==> src/rtl/exec_hazard_ctrl_if.sv <==
// Purpose: pipeline-status and control-strobe bundle between the hazard controller and the pipeline.
// Latency: wires only, no storage.
// Backpressure: none; the hold/bubble/flush strobes carried here are the pipeline's stall mechanism.
//
// Ports (signals):
//   DECODE sources : id_src1_idx/id_src2_idx, id_src1_used/id_src2_used
//   EXECUTE        : ex_opcode, ex_dest_idx, ex_we, ex_branch_taken
//   MEM            : mem_dest_idx, mem_we, mem_req, mem_ready
//   control        : cnt_clr
//   strobes        : pc_hold, ifid_hold, idex_hold, exmem_hold, ifid_flush, idex_bubble, pc_redirect
//   forwarding     : fwd_a, fwd_b (00 regfile, 01 EX result, 10 MEM result)
//   status         : fault, stall_cnt, flush_cnt
// Modports: master = hazard controller, slave = pipeline side.
interface exec_hazard_ctrl_if #(
   parameter int IDX_W = 6
);
   logic [IDX_W-1:0] id_src1_idx;
   logic [IDX_W-1:0] id_src2_idx;
   logic             id_src1_used;
   logic             id_src2_used;
   logic [3:0]       ex_opcode;
   logic [IDX_W-1:0] ex_dest_idx;
   logic             ex_we;
   logic             ex_branch_taken;
   logic [IDX_W-1:0] mem_dest_idx;
   logic             mem_we;
   logic             mem_req;
   logic             mem_ready;
   logic             cnt_clr;

   logic             pc_hold;
   logic             ifid_hold;
   logic             idex_hold;
   logic             exmem_hold;
   logic             ifid_flush;
   logic             idex_bubble;
   logic             pc_redirect;
   logic [1:0]       fwd_a;
   logic [1:0]       fwd_b;
   logic             fault;
   logic [15:0]      stall_cnt;
   logic [15:0]      flush_cnt;

   modport master (
      input  id_src1_idx, id_src2_idx, id_src1_used, id_src2_used,
             ex_opcode, ex_dest_idx, ex_we, ex_branch_taken,
             mem_dest_idx, mem_we, mem_req, mem_ready, cnt_clr,
      output pc_hold, ifid_hold, idex_hold, exmem_hold, ifid_flush,
             idex_bubble, pc_redirect, fwd_a, fwd_b, fault, stall_cnt, flush_cnt
   );

   modport slave (
      output id_src1_idx, id_src2_idx, id_src1_used, id_src2_used,
             ex_opcode, ex_dest_idx, ex_we, ex_branch_taken,
             mem_dest_idx, mem_we, mem_req, mem_ready, cnt_clr,
      input  pc_hold, ifid_hold, idex_hold, exmem_hold, ifid_flush,
             idex_bubble, pc_redirect, fwd_a, fwd_b, fault, stall_cnt, flush_cnt
   );
endinterface

==> src/rtl/exec_hazard_ctrl.sv <==
// Purpose: hazard/sequencing controller: holds, bubbles, flushes, redirects and operand forwarding.
// Latency: strobes and forwarding selects are combinational (0 cycles); fault and counters are registered.
// Backpressure: a not-ready memory access freezes the whole pipe; a timeout parks it in a sticky fault.
//
// Ports: clk, rst_n (async active-low), hz (exec_hazard_ctrl_if.master, see interface file for signals).
// Parameters: IDX_W register-index width, TIMEOUT_CYCLES (2..255) not-ready cycles before fault.
module exec_hazard_ctrl #(
   parameter int IDX_W          = 6,
   parameter int TIMEOUT_CYCLES = 64
) (
   input  logic               clk,
   input  logic               rst_n,
   exec_hazard_ctrl_if.master hz
);

   localparam logic [3:0] OP_LOAD   = 4'b1100;
   localparam logic [7:0] WAIT_LAST = 8'(TIMEOUT_CYCLES - 1);

   typedef enum logic [1:0] {RUN, MEM_WAIT, FAULT} state_t;

   state_t      state;
   logic [7:0]  wait_cnt;
   logic        fault_q;
   logic [15:0] stall_q;
   logic [15:0] flush_q;

   logic ex_is_load;
   logic memstall;
   logic loaduse;
   logic run_eval;
   logic freeze;
   logic act_branch;
   logic act_loaduse;
   logic ex_fwd_ok;

   assign ex_is_load = (hz.ex_opcode == OP_LOAD);
   assign memstall   = hz.mem_req & ~hz.mem_ready;
   assign loaduse    = ex_is_load & hz.ex_we &
                       ((hz.id_src1_used & (hz.ex_dest_idx == hz.id_src1_idx)) |
                        (hz.id_src2_used & (hz.ex_dest_idx == hz.id_src2_idx)));

   // The ready cycle of a memory wait is evaluated like RUN so a pending
   // branch or load-use is acted on the moment the freeze releases.
   assign run_eval    = (state == RUN) | ((state == MEM_WAIT) & hz.mem_ready);
   assign freeze      = (state == FAULT) |
                        ((state == MEM_WAIT) & ~hz.mem_ready) |
                        (run_eval & memstall);
   assign act_branch  = run_eval & ~memstall & hz.ex_branch_taken;
   assign act_loaduse = run_eval & ~memstall & ~hz.ex_branch_taken & loaduse;

   assign hz.pc_hold     = freeze | act_loaduse;
   assign hz.ifid_hold   = freeze | act_loaduse;
   assign hz.idex_hold   = freeze;
   assign hz.exmem_hold  = freeze;
   assign hz.ifid_flush  = act_branch;
   assign hz.pc_redirect = act_branch;
   assign hz.idex_bubble = act_branch | act_loaduse;

   // A LOAD result is not available in EXECUTE, so it is never forwarded from there.
   assign ex_fwd_ok = hz.ex_we & ~ex_is_load;

   assign hz.fwd_a = (ex_fwd_ok & (hz.ex_dest_idx == hz.id_src1_idx))  ? 2'b01 :
                     (hz.mem_we & (hz.mem_dest_idx == hz.id_src1_idx)) ? 2'b10 : 2'b00;
   assign hz.fwd_b = (ex_fwd_ok & (hz.ex_dest_idx == hz.id_src2_idx))  ? 2'b01 :
                     (hz.mem_we & (hz.mem_dest_idx == hz.id_src2_idx)) ? 2'b10 : 2'b00;

   assign hz.fault     = fault_q;
   assign hz.stall_cnt = stall_q;
   assign hz.flush_cnt = flush_q;

   always_ff @(posedge clk or negedge rst_n) begin
      if (!rst_n) begin
         state    <= RUN;
         wait_cnt <= 8'd0;
         fault_q  <= 1'b0;
      end else begin
         case (state)
            RUN: begin
               if (memstall) begin
                  state    <= MEM_WAIT;
                  wait_cnt <= 8'd1;
               end
            end
            MEM_WAIT: begin
               if (hz.mem_ready) begin
                  state <= RUN;
               end else if (wait_cnt == WAIT_LAST) begin
                  state   <= FAULT;
                  fault_q <= 1'b1;
               end else begin
                  wait_cnt <= wait_cnt + 8'd1;
               end
            end
            FAULT: begin
               fault_q <= 1'b1;
            end
            default: begin
               state <= RUN;
            end
         endcase
      end
   end

   // Stall cycles spent parked in FAULT are not counted.
   always_ff @(posedge clk or negedge rst_n) begin
      if (!rst_n) begin
         stall_q <= 16'd0;
         flush_q <= 16'd0;
      end else if (hz.cnt_clr) begin
         stall_q <= 16'd0;
         flush_q <= 16'd0;
      end else begin
         if (hz.pc_hold && (state != FAULT) && (stall_q != 16'hFFFF)) begin
            stall_q <= stall_q + 16'd1;
         end
         if (hz.pc_redirect && (flush_q != 16'hFFFF)) begin
            flush_q <= flush_q + 16'd1;
         end
      end
   end

endmodule

==> src/flat_wrapper.sv <==
// flat-port wrapper written by rule: the top's interface ports become plain ports
module exec_hazard_ctrl_flat 
#(
   parameter int IDX_W          = 6,
   parameter int TIMEOUT_CYCLES = 64
)
  (clk, rst_n, hz_id_src1_idx, hz_id_src2_idx, hz_id_src1_used, hz_id_src2_used, hz_ex_opcode, hz_ex_dest_idx, hz_ex_we, hz_ex_branch_taken, hz_mem_dest_idx, hz_mem_we, hz_mem_req, hz_mem_ready, hz_cnt_clr, hz_pc_hold, hz_ifid_hold, hz_idex_hold, hz_exmem_hold, hz_ifid_flush, hz_idex_bubble, hz_pc_redirect, hz_fwd_a, hz_fwd_b, hz_fault, hz_stall_cnt, hz_flush_cnt);
  exec_hazard_ctrl_if #(.IDX_W(IDX_W)) hz_i ();
  input  logic clk;
  input  logic rst_n;
  input wire logic [$bits(hz_i.id_src1_idx)-1:0] hz_id_src1_idx;
  input wire logic [$bits(hz_i.id_src2_idx)-1:0] hz_id_src2_idx;
  input wire logic [$bits(hz_i.id_src1_used)-1:0] hz_id_src1_used;
  input wire logic [$bits(hz_i.id_src2_used)-1:0] hz_id_src2_used;
  input wire logic [$bits(hz_i.ex_opcode)-1:0] hz_ex_opcode;
  input wire logic [$bits(hz_i.ex_dest_idx)-1:0] hz_ex_dest_idx;
  input wire logic [$bits(hz_i.ex_we)-1:0] hz_ex_we;
  input wire logic [$bits(hz_i.ex_branch_taken)-1:0] hz_ex_branch_taken;
  input wire logic [$bits(hz_i.mem_dest_idx)-1:0] hz_mem_dest_idx;
  input wire logic [$bits(hz_i.mem_we)-1:0] hz_mem_we;
  input wire logic [$bits(hz_i.mem_req)-1:0] hz_mem_req;
  input wire logic [$bits(hz_i.mem_ready)-1:0] hz_mem_ready;
  input wire logic [$bits(hz_i.cnt_clr)-1:0] hz_cnt_clr;
  output wire logic [$bits(hz_i.pc_hold)-1:0] hz_pc_hold;
  output wire logic [$bits(hz_i.ifid_hold)-1:0] hz_ifid_hold;
  output wire logic [$bits(hz_i.idex_hold)-1:0] hz_idex_hold;
  output wire logic [$bits(hz_i.exmem_hold)-1:0] hz_exmem_hold;
  output wire logic [$bits(hz_i.ifid_flush)-1:0] hz_ifid_flush;
  output wire logic [$bits(hz_i.idex_bubble)-1:0] hz_idex_bubble;
  output wire logic [$bits(hz_i.pc_redirect)-1:0] hz_pc_redirect;
  output wire logic [$bits(hz_i.fwd_a)-1:0] hz_fwd_a;
  output wire logic [$bits(hz_i.fwd_b)-1:0] hz_fwd_b;
  output wire logic [$bits(hz_i.fault)-1:0] hz_fault;
  output wire logic [$bits(hz_i.stall_cnt)-1:0] hz_stall_cnt;
  output wire logic [$bits(hz_i.flush_cnt)-1:0] hz_flush_cnt;
  assign hz_i.id_src1_idx = hz_id_src1_idx;
  assign hz_i.id_src2_idx = hz_id_src2_idx;
  assign hz_i.id_src1_used = hz_id_src1_used;
  assign hz_i.id_src2_used = hz_id_src2_used;
  assign hz_i.ex_opcode = hz_ex_opcode;
  assign hz_i.ex_dest_idx = hz_ex_dest_idx;
  assign hz_i.ex_we = hz_ex_we;
  assign hz_i.ex_branch_taken = hz_ex_branch_taken;
  assign hz_i.mem_dest_idx = hz_mem_dest_idx;
  assign hz_i.mem_we = hz_mem_we;
  assign hz_i.mem_req = hz_mem_req;
  assign hz_i.mem_ready = hz_mem_ready;
  assign hz_i.cnt_clr = hz_cnt_clr;
  assign hz_pc_hold = hz_i.pc_hold;
  assign hz_ifid_hold = hz_i.ifid_hold;
  assign hz_idex_hold = hz_i.idex_hold;
  assign hz_exmem_hold = hz_i.exmem_hold;
  assign hz_ifid_flush = hz_i.ifid_flush;
  assign hz_idex_bubble = hz_i.idex_bubble;
  assign hz_pc_redirect = hz_i.pc_redirect;
  assign hz_fwd_a = hz_i.fwd_a;
  assign hz_fwd_b = hz_i.fwd_b;
  assign hz_fault = hz_i.fault;
  assign hz_stall_cnt = hz_i.stall_cnt;
  assign hz_flush_cnt = hz_i.flush_cnt;
  exec_hazard_ctrl #(.IDX_W(IDX_W), .TIMEOUT_CYCLES(TIMEOUT_CYCLES)) u_core (.clk(clk), .rst_n(rst_n), .hz(hz_i));
endmodule
==> config.mk <==
export PLATFORM = sky130hd
export DESIGN_NAME = exec_hazard_ctrl_flat
export DESIGN_NICKNAME = d
export VERILOG_FILES = /design/src/rtl/exec_hazard_ctrl_if.sv /design/src/rtl/exec_hazard_ctrl.sv /design/src/flat_wrapper.sv
export SDC_FILE = /design/constraint.sdc
export NUM_CORES = 1
export LEC_CHECK = 0
export BUFFER_PORTS_ARGS = -buffer_cell sky130_fd_sc_hd__buf_4
export CAP_MARGIN = 40
export CELL_PAD_IN_SITES_DETAIL_PLACEMENT = 1
export CELL_PAD_IN_SITES_GLOBAL_PLACEMENT = 1
export CORE_MARGIN = 8
export CORE_UTILIZATION = 39
export DETAILED_ROUTE_END_ITERATION = 8
export GPL_TIMING_DRIVEN = 0
export PLACE_DENSITY_LB_ADDON = 0.1
export SETUP_SLACK_MARGIN = 0.4
export SYNTH_ARGS = -nofsm -noshare
export SYNTH_HDL_FRONTEND = slang
export SYNTH_SLANG_ARGS = --single-unit
export TNS_END_PERCENT = 50
==> constraint.sdc <==
create_clock -name clk -period 2.4 [get_ports clk]
set_input_delay 0.12 -clock clk [delete_from_list [all_inputs] [get_ports clk]]
set_output_delay 0.12 -clock clk [all_outputs]
set_load 0.005 [all_outputs]
==> impl_metrics.prom <==
# TYPE chip_impl_metric gauge
chip_impl_metric{name="critical_path_peak_fanout",unit=""} 10
chip_impl_metric{name="coreArea",unit="um2"} 6830
chip_impl_metric{name="multi_input_area",unit="um2"} 1700
chip_impl_metric{name="met3RoutedLength",unit="um"} 360
chip_impl_metric{name="dieArea",unit="um2"} 10100
chip_impl_metric{name="drive_gt1_share",unit="%"} 38.0
chip_impl_metric{name="fin_nets",unit=""} 448
chip_impl_metric{name="synth.distinct_cells",unit=""} 46
chip_impl_metric{name="skew",unit="ps"} 11.2
chip_impl_metric{name="die_height",unit="um"} 100
chip_impl_info{name="layout.cells.most_common",value="sky130_fd_sc_hd__buf_4"} 1
chip_impl_metric{name="cts_max_level",unit=""} 2
chip_impl_metric{name="max_slew_margin",unit="%"} 60.8
chip_impl_metric{name="clkLatencyLatePin",unit="ps"} 300
chip_impl_info{name="grt_setup_unrepaired",value="true"} 1
chip_impl_metric{name="antenna_violations_before_repair",unit=""} 0
chip_impl_metric{name="floorplan.die.width",unit="um"} 100
chip_impl_metric{name="post_synth_inst_count",unit=""} 304
chip_impl_metric{name="worst-endpoint-required",unit="ps"} 2590
chip_impl_info{name="route.top_layer_used",value="met4"} 1
chip_impl_info{name="critPathMostFrequentCell",value="sky130_fd_sc_hd__buf_4"} 1
chip_impl_metric{name="drt-met1-wl",unit="um"} 3730
chip_impl_metric{name="route.detailed.drc",unit=""} 0
chip_impl_metric{name="count_of_port_buffers_added_during_placement",unit=""} 80
chip_impl_info{name="synth_ff_type",value="sky130_fd_sc_hd__dfrtp_1"} 1
chip_impl_metric{name="postSynthAreaPerCell",unit="um2"} 9.14
chip_impl_metric{name="cts.path.max_buffers",unit=""} 2
chip_impl_metric{name="ios",unit=""} 82
chip_impl_metric{name="tritoncts.num_buffers",unit=""} 5
chip_impl_metric{name="final-hold-violation-count",unit=""} 0
chip_impl_info{name="worst_setup_path_start_kind",value="flop"} 1
chip_impl_metric{name="grt_pass1_vias",unit=""} 2794
chip_impl_info{name="tritoncts_clock_tree",value="built"} 1
chip_impl_info{name="critical_path_class",value="reg -> reg"} 1
chip_impl_metric{name="final.fill_count",unit=""} 823
chip_impl_metric{name="clock-sinks",unit=""} 43
chip_impl_metric{name="detailedRoute.firstPassIterationCount",unit=""} 4
chip_impl_metric{name="cellPowerDensity",unit="nW/um2"} 398
chip_impl_info{name="path_cells",value="buf_4 -> nor2_1 -> nor3_4 -> nand2_2 -> buf_4 -> a211oi_4 -> mux2_4"} 1
chip_impl_metric{name="detailed_place_hpwl",unit="um"} 6270
chip_impl_info{name="result_of_the_run",value="completed"} 1
chip_impl_metric{name="tightest_slew",unit="ps"} 588
chip_impl_metric{name="register_area",unit="um2"} 1080
chip_impl_metric{name="timing.critical_path.buf_inv",unit=""} 2
chip_impl_metric{name="post-layout-total-power",unit="mW"} 1.53
chip_impl_info{name="worst_path_dominant_cell_family",value="simple AND/OR/NAND/NOR gates"} 1
chip_impl_metric{name="synth_async_sr_flop_share",unit="%"} 100
chip_impl_metric{name="cpPeakStageDelay",unit="ps"} 410
chip_impl_metric{name="post_syn_nets",unit=""} 345
chip_impl_metric{name="yosysSeqAreaShare",unit="%"} 38.7
chip_impl_metric{name="power.static_leakage",unit="nW"} 1.70
chip_impl_metric{name="place_congestion",unit=""} 0.775
chip_impl_metric{name="drtAntennaViolNets",unit=""} 0
chip_impl_metric{name="timing.final.setup_violations",unit=""} 0
chip_impl_metric{name="post_drt_wl_per_cell",unit="um"} 17.1
chip_impl_metric{name="synth-edff-count",unit=""} 0
chip_impl_metric{name="post_drt_via_cell_ratio",unit=""} 5.21
chip_impl_metric{name="power.ir.vdd_worst",unit="V"} 0.000231
chip_impl_metric{name="instances_no_fill",unit=""} 504
chip_impl_metric{name="placed_area",unit="um2"} 3510
chip_impl_info{name="final_cell_mix",value="97 x sky130_fd_sc_hd__buf_4, 38 x sky130_fd_sc_hd__nor2_1, 37 x sky130_fd_sc_hd__dfrtp_1"} 1
chip_impl_metric{name="final_core_utilization",unit="%"} 56.3
chip_impl_metric{name="period_needed",unit="ps"} 1940
chip_impl_metric{name="placementRows",unit=""} 30
chip_impl_metric{name="grt_usage",unit="%"} 17.2
chip_impl_metric{name="start_util",unit="%"} 40.7
chip_impl_metric{name="worstPathArrival",unit="ps"} 2130
chip_impl_metric{name="overflow",unit=""} 0
chip_impl_metric{name="dpl.cell_count",unit=""} 481
chip_impl_metric{name="clk_pin_slew",unit="ps"} 90
chip_impl_metric{name="period_share",unit="%"} 80.8
chip_impl_metric{name="syn-cell-area",unit="um2"} 2780
chip_impl_metric{name="via_count",unit=""} 2625
chip_impl_metric{name="grt_start_max_net_pins",unit=""} 44
chip_impl_metric{name="maxCapViolCount",unit=""} 0
chip_impl_metric{name="timing.fmax",unit="GHz"} 0.516
chip_impl_info{name="cts.root.buffer_cell",value="sky130_fd_sc_hd__clkbuf_8"} 1
chip_impl_metric{name="grt_pass1_wl",unit="um"} 14000
chip_impl_info{name="type_of_the_tightest_min_delay_check",value="in -> reg"} 1
chip_impl_metric{name="antenna_fix_cells",unit=""} 0
chip_impl_metric{name="summed_area_of_non_filler_cells_in_the_final_layout",unit="um2"} 3850
chip_impl_metric{name="final_max_slew_viol_count",unit=""} 0
chip_impl_metric{name="routed_wirelength",unit="um"} 8600
chip_impl_metric{name="area_growth_syn_to_layout",unit="%"} 38.6
chip_impl_info{name="worst_path_max_delay_cell",value="sky130_fd_sc_hd__dfrtp_2"} 1
chip_impl_metric{name="final.setup.tns",unit="ps"} 0
chip_impl_info{name="setup.worst_path.end_class",value="flop"} 1
chip_impl_metric{name="yosys_warnings",unit=""} 0
chip_impl_metric{name="synth_seq_cells",unit=""} 43
chip_impl_metric{name="met2RoutedLength",unit="um"} 4480
chip_impl_metric{name="drt_first_iter_violations",unit=""} 54
[final timing paths]
path                                       from                       to  slack [ps]  cells past startpoint
worst max register to register  u_core.state[0]   u_core.hz.stall_cnt[6]         460                      7
worst min-delay path               hz_mem_ready       u_core.wait_cnt[7]         150                      3
min in group asynchronous                 rst_n  u_core.hz.stall_cnt[11]         360                      2
worst max-delay path            u_core.state[0]   u_core.hz.stall_cnt[6]         460                      7
max in group asynchronous                 rst_n          u_core.state[0]        1600                      2
worst min register to register  u_core.hz.fault          u_core.hz.fault         480                      1
[per-stage QoR]
stage          setup slack [ps]  hold slack, ps
2_1_floorplan               435            -176
3_3_place_gp                196             167
3_5_place_dp                174             171
4_1_cts                     369             131
5_1_grt                     371             172
6_report                    461             148
[what timing repair did]
action                     CTS  global route
gates cloned                 0             0
pin swaps                    2             7
hold buffers                 1             0
gates resized for setup     17            30
setup endpoints to repair   18            25
setup buffers               10             4
hold endpoints to repair    43             0
[synth_stat cells, drive strengths merged, types with 2 or more instances]
master | n | area (um2)
nor2b | 15 | 93.8
a31oi | 2 | 12.5
nand2 | 15 | 56.3
nor3 | 7 | 40.0
or2 | 4 | 25.0
xnor2 | 22 | 193
nand3 | 16 | 80.1
and4 | 5 | 43.8
dfrtp | 43 | 1080
nor2 | 39 | 146
ha | 3 | 37.5
and2 | 2 | 12.5
a21boi | 3 | 22.5
a21oi | 9 | 45.0
buf | 8 | 53.8
mux2 | 13 | 146
a211oi | 3 | 27.5
inv | 6 | 22.5
o21ai | 10 | 50.1
xor2 | 19 | 166
nor4 | 3 | 40.0
clkbuf | 7 | 27.5
o21a | 2 | 15.0
nand4 | 24 | 150
and3 | 7 | 43.8
or3 | 3 | 18.8
nor4b | 3 | 26.3
[where the power goes]
group | total, mW | switching [mW] | internal [mW] | leakage [nW]
combinational | 0.293 | 0.145 | 0.148 | 1.08
clock | 0.458 | 0.255 | 0.204 | 0.0412
sequential | 0.782 | 0.0335 | 0.748 | 0.577
total | 1.53 | 0.434 | 1.10 | 1.70
[routing by layer]
metal,vias up,global-route usage [%]
li1,1274,-
met1,1301,20.3
met2,46,31.2
met3,4,3.74
met4,0,2.44
met5,-,0
[layout make-up]
type | instances | share of cell area [%]
multi-input combinational | 240 | 44.1
tap | 96 | 3.12
timing repair buffer | 96 | 19.0
clock inverter | 2 | 0.325
inverter | 6 | 0.585
sequential | 43 | 28.2
buffer | 15 | 2.83
clock buffer | 6 | 1.89
[worst register-to-register path, cell delays in order (launching register included)]
cell and delay, ps:
sky130_fd_sc_hd__dfrtp_2 410, sky130_fd_sc_hd__buf_4 130, sky130_fd_sc_hd__nor2_1 60, sky130_fd_sc_hd__nor3_4 330, sky130_fd_sc_hd__nand2_2 120, sky130_fd_sc_hd__buf_4 210
sky130_fd_sc_hd__a211oi_4 250, sky130_fd_sc_hd__mux2_4 320
[registers in the layout, summed over array words and instances (netlist names)]
name / cells
u_core.hz.flush_cnt: 16
u_core.hz.stall_cnt: 16
u_core.wait_cnt: 8
u_core.state: 2
u_core.hz.fault: 1
[kinds of logic after synthesis]
logic type,synth area share (%)
AOI/OAI and AO/OA,8.69
xor gates and xnor gates,12.9
adders and majority gates,1.35
buffers and inverters,3.74
DFF,38.7
muxes,5.63
and+or+nand+nor,28.9
No activity file was read; power rests on OpenSTA's default activity.
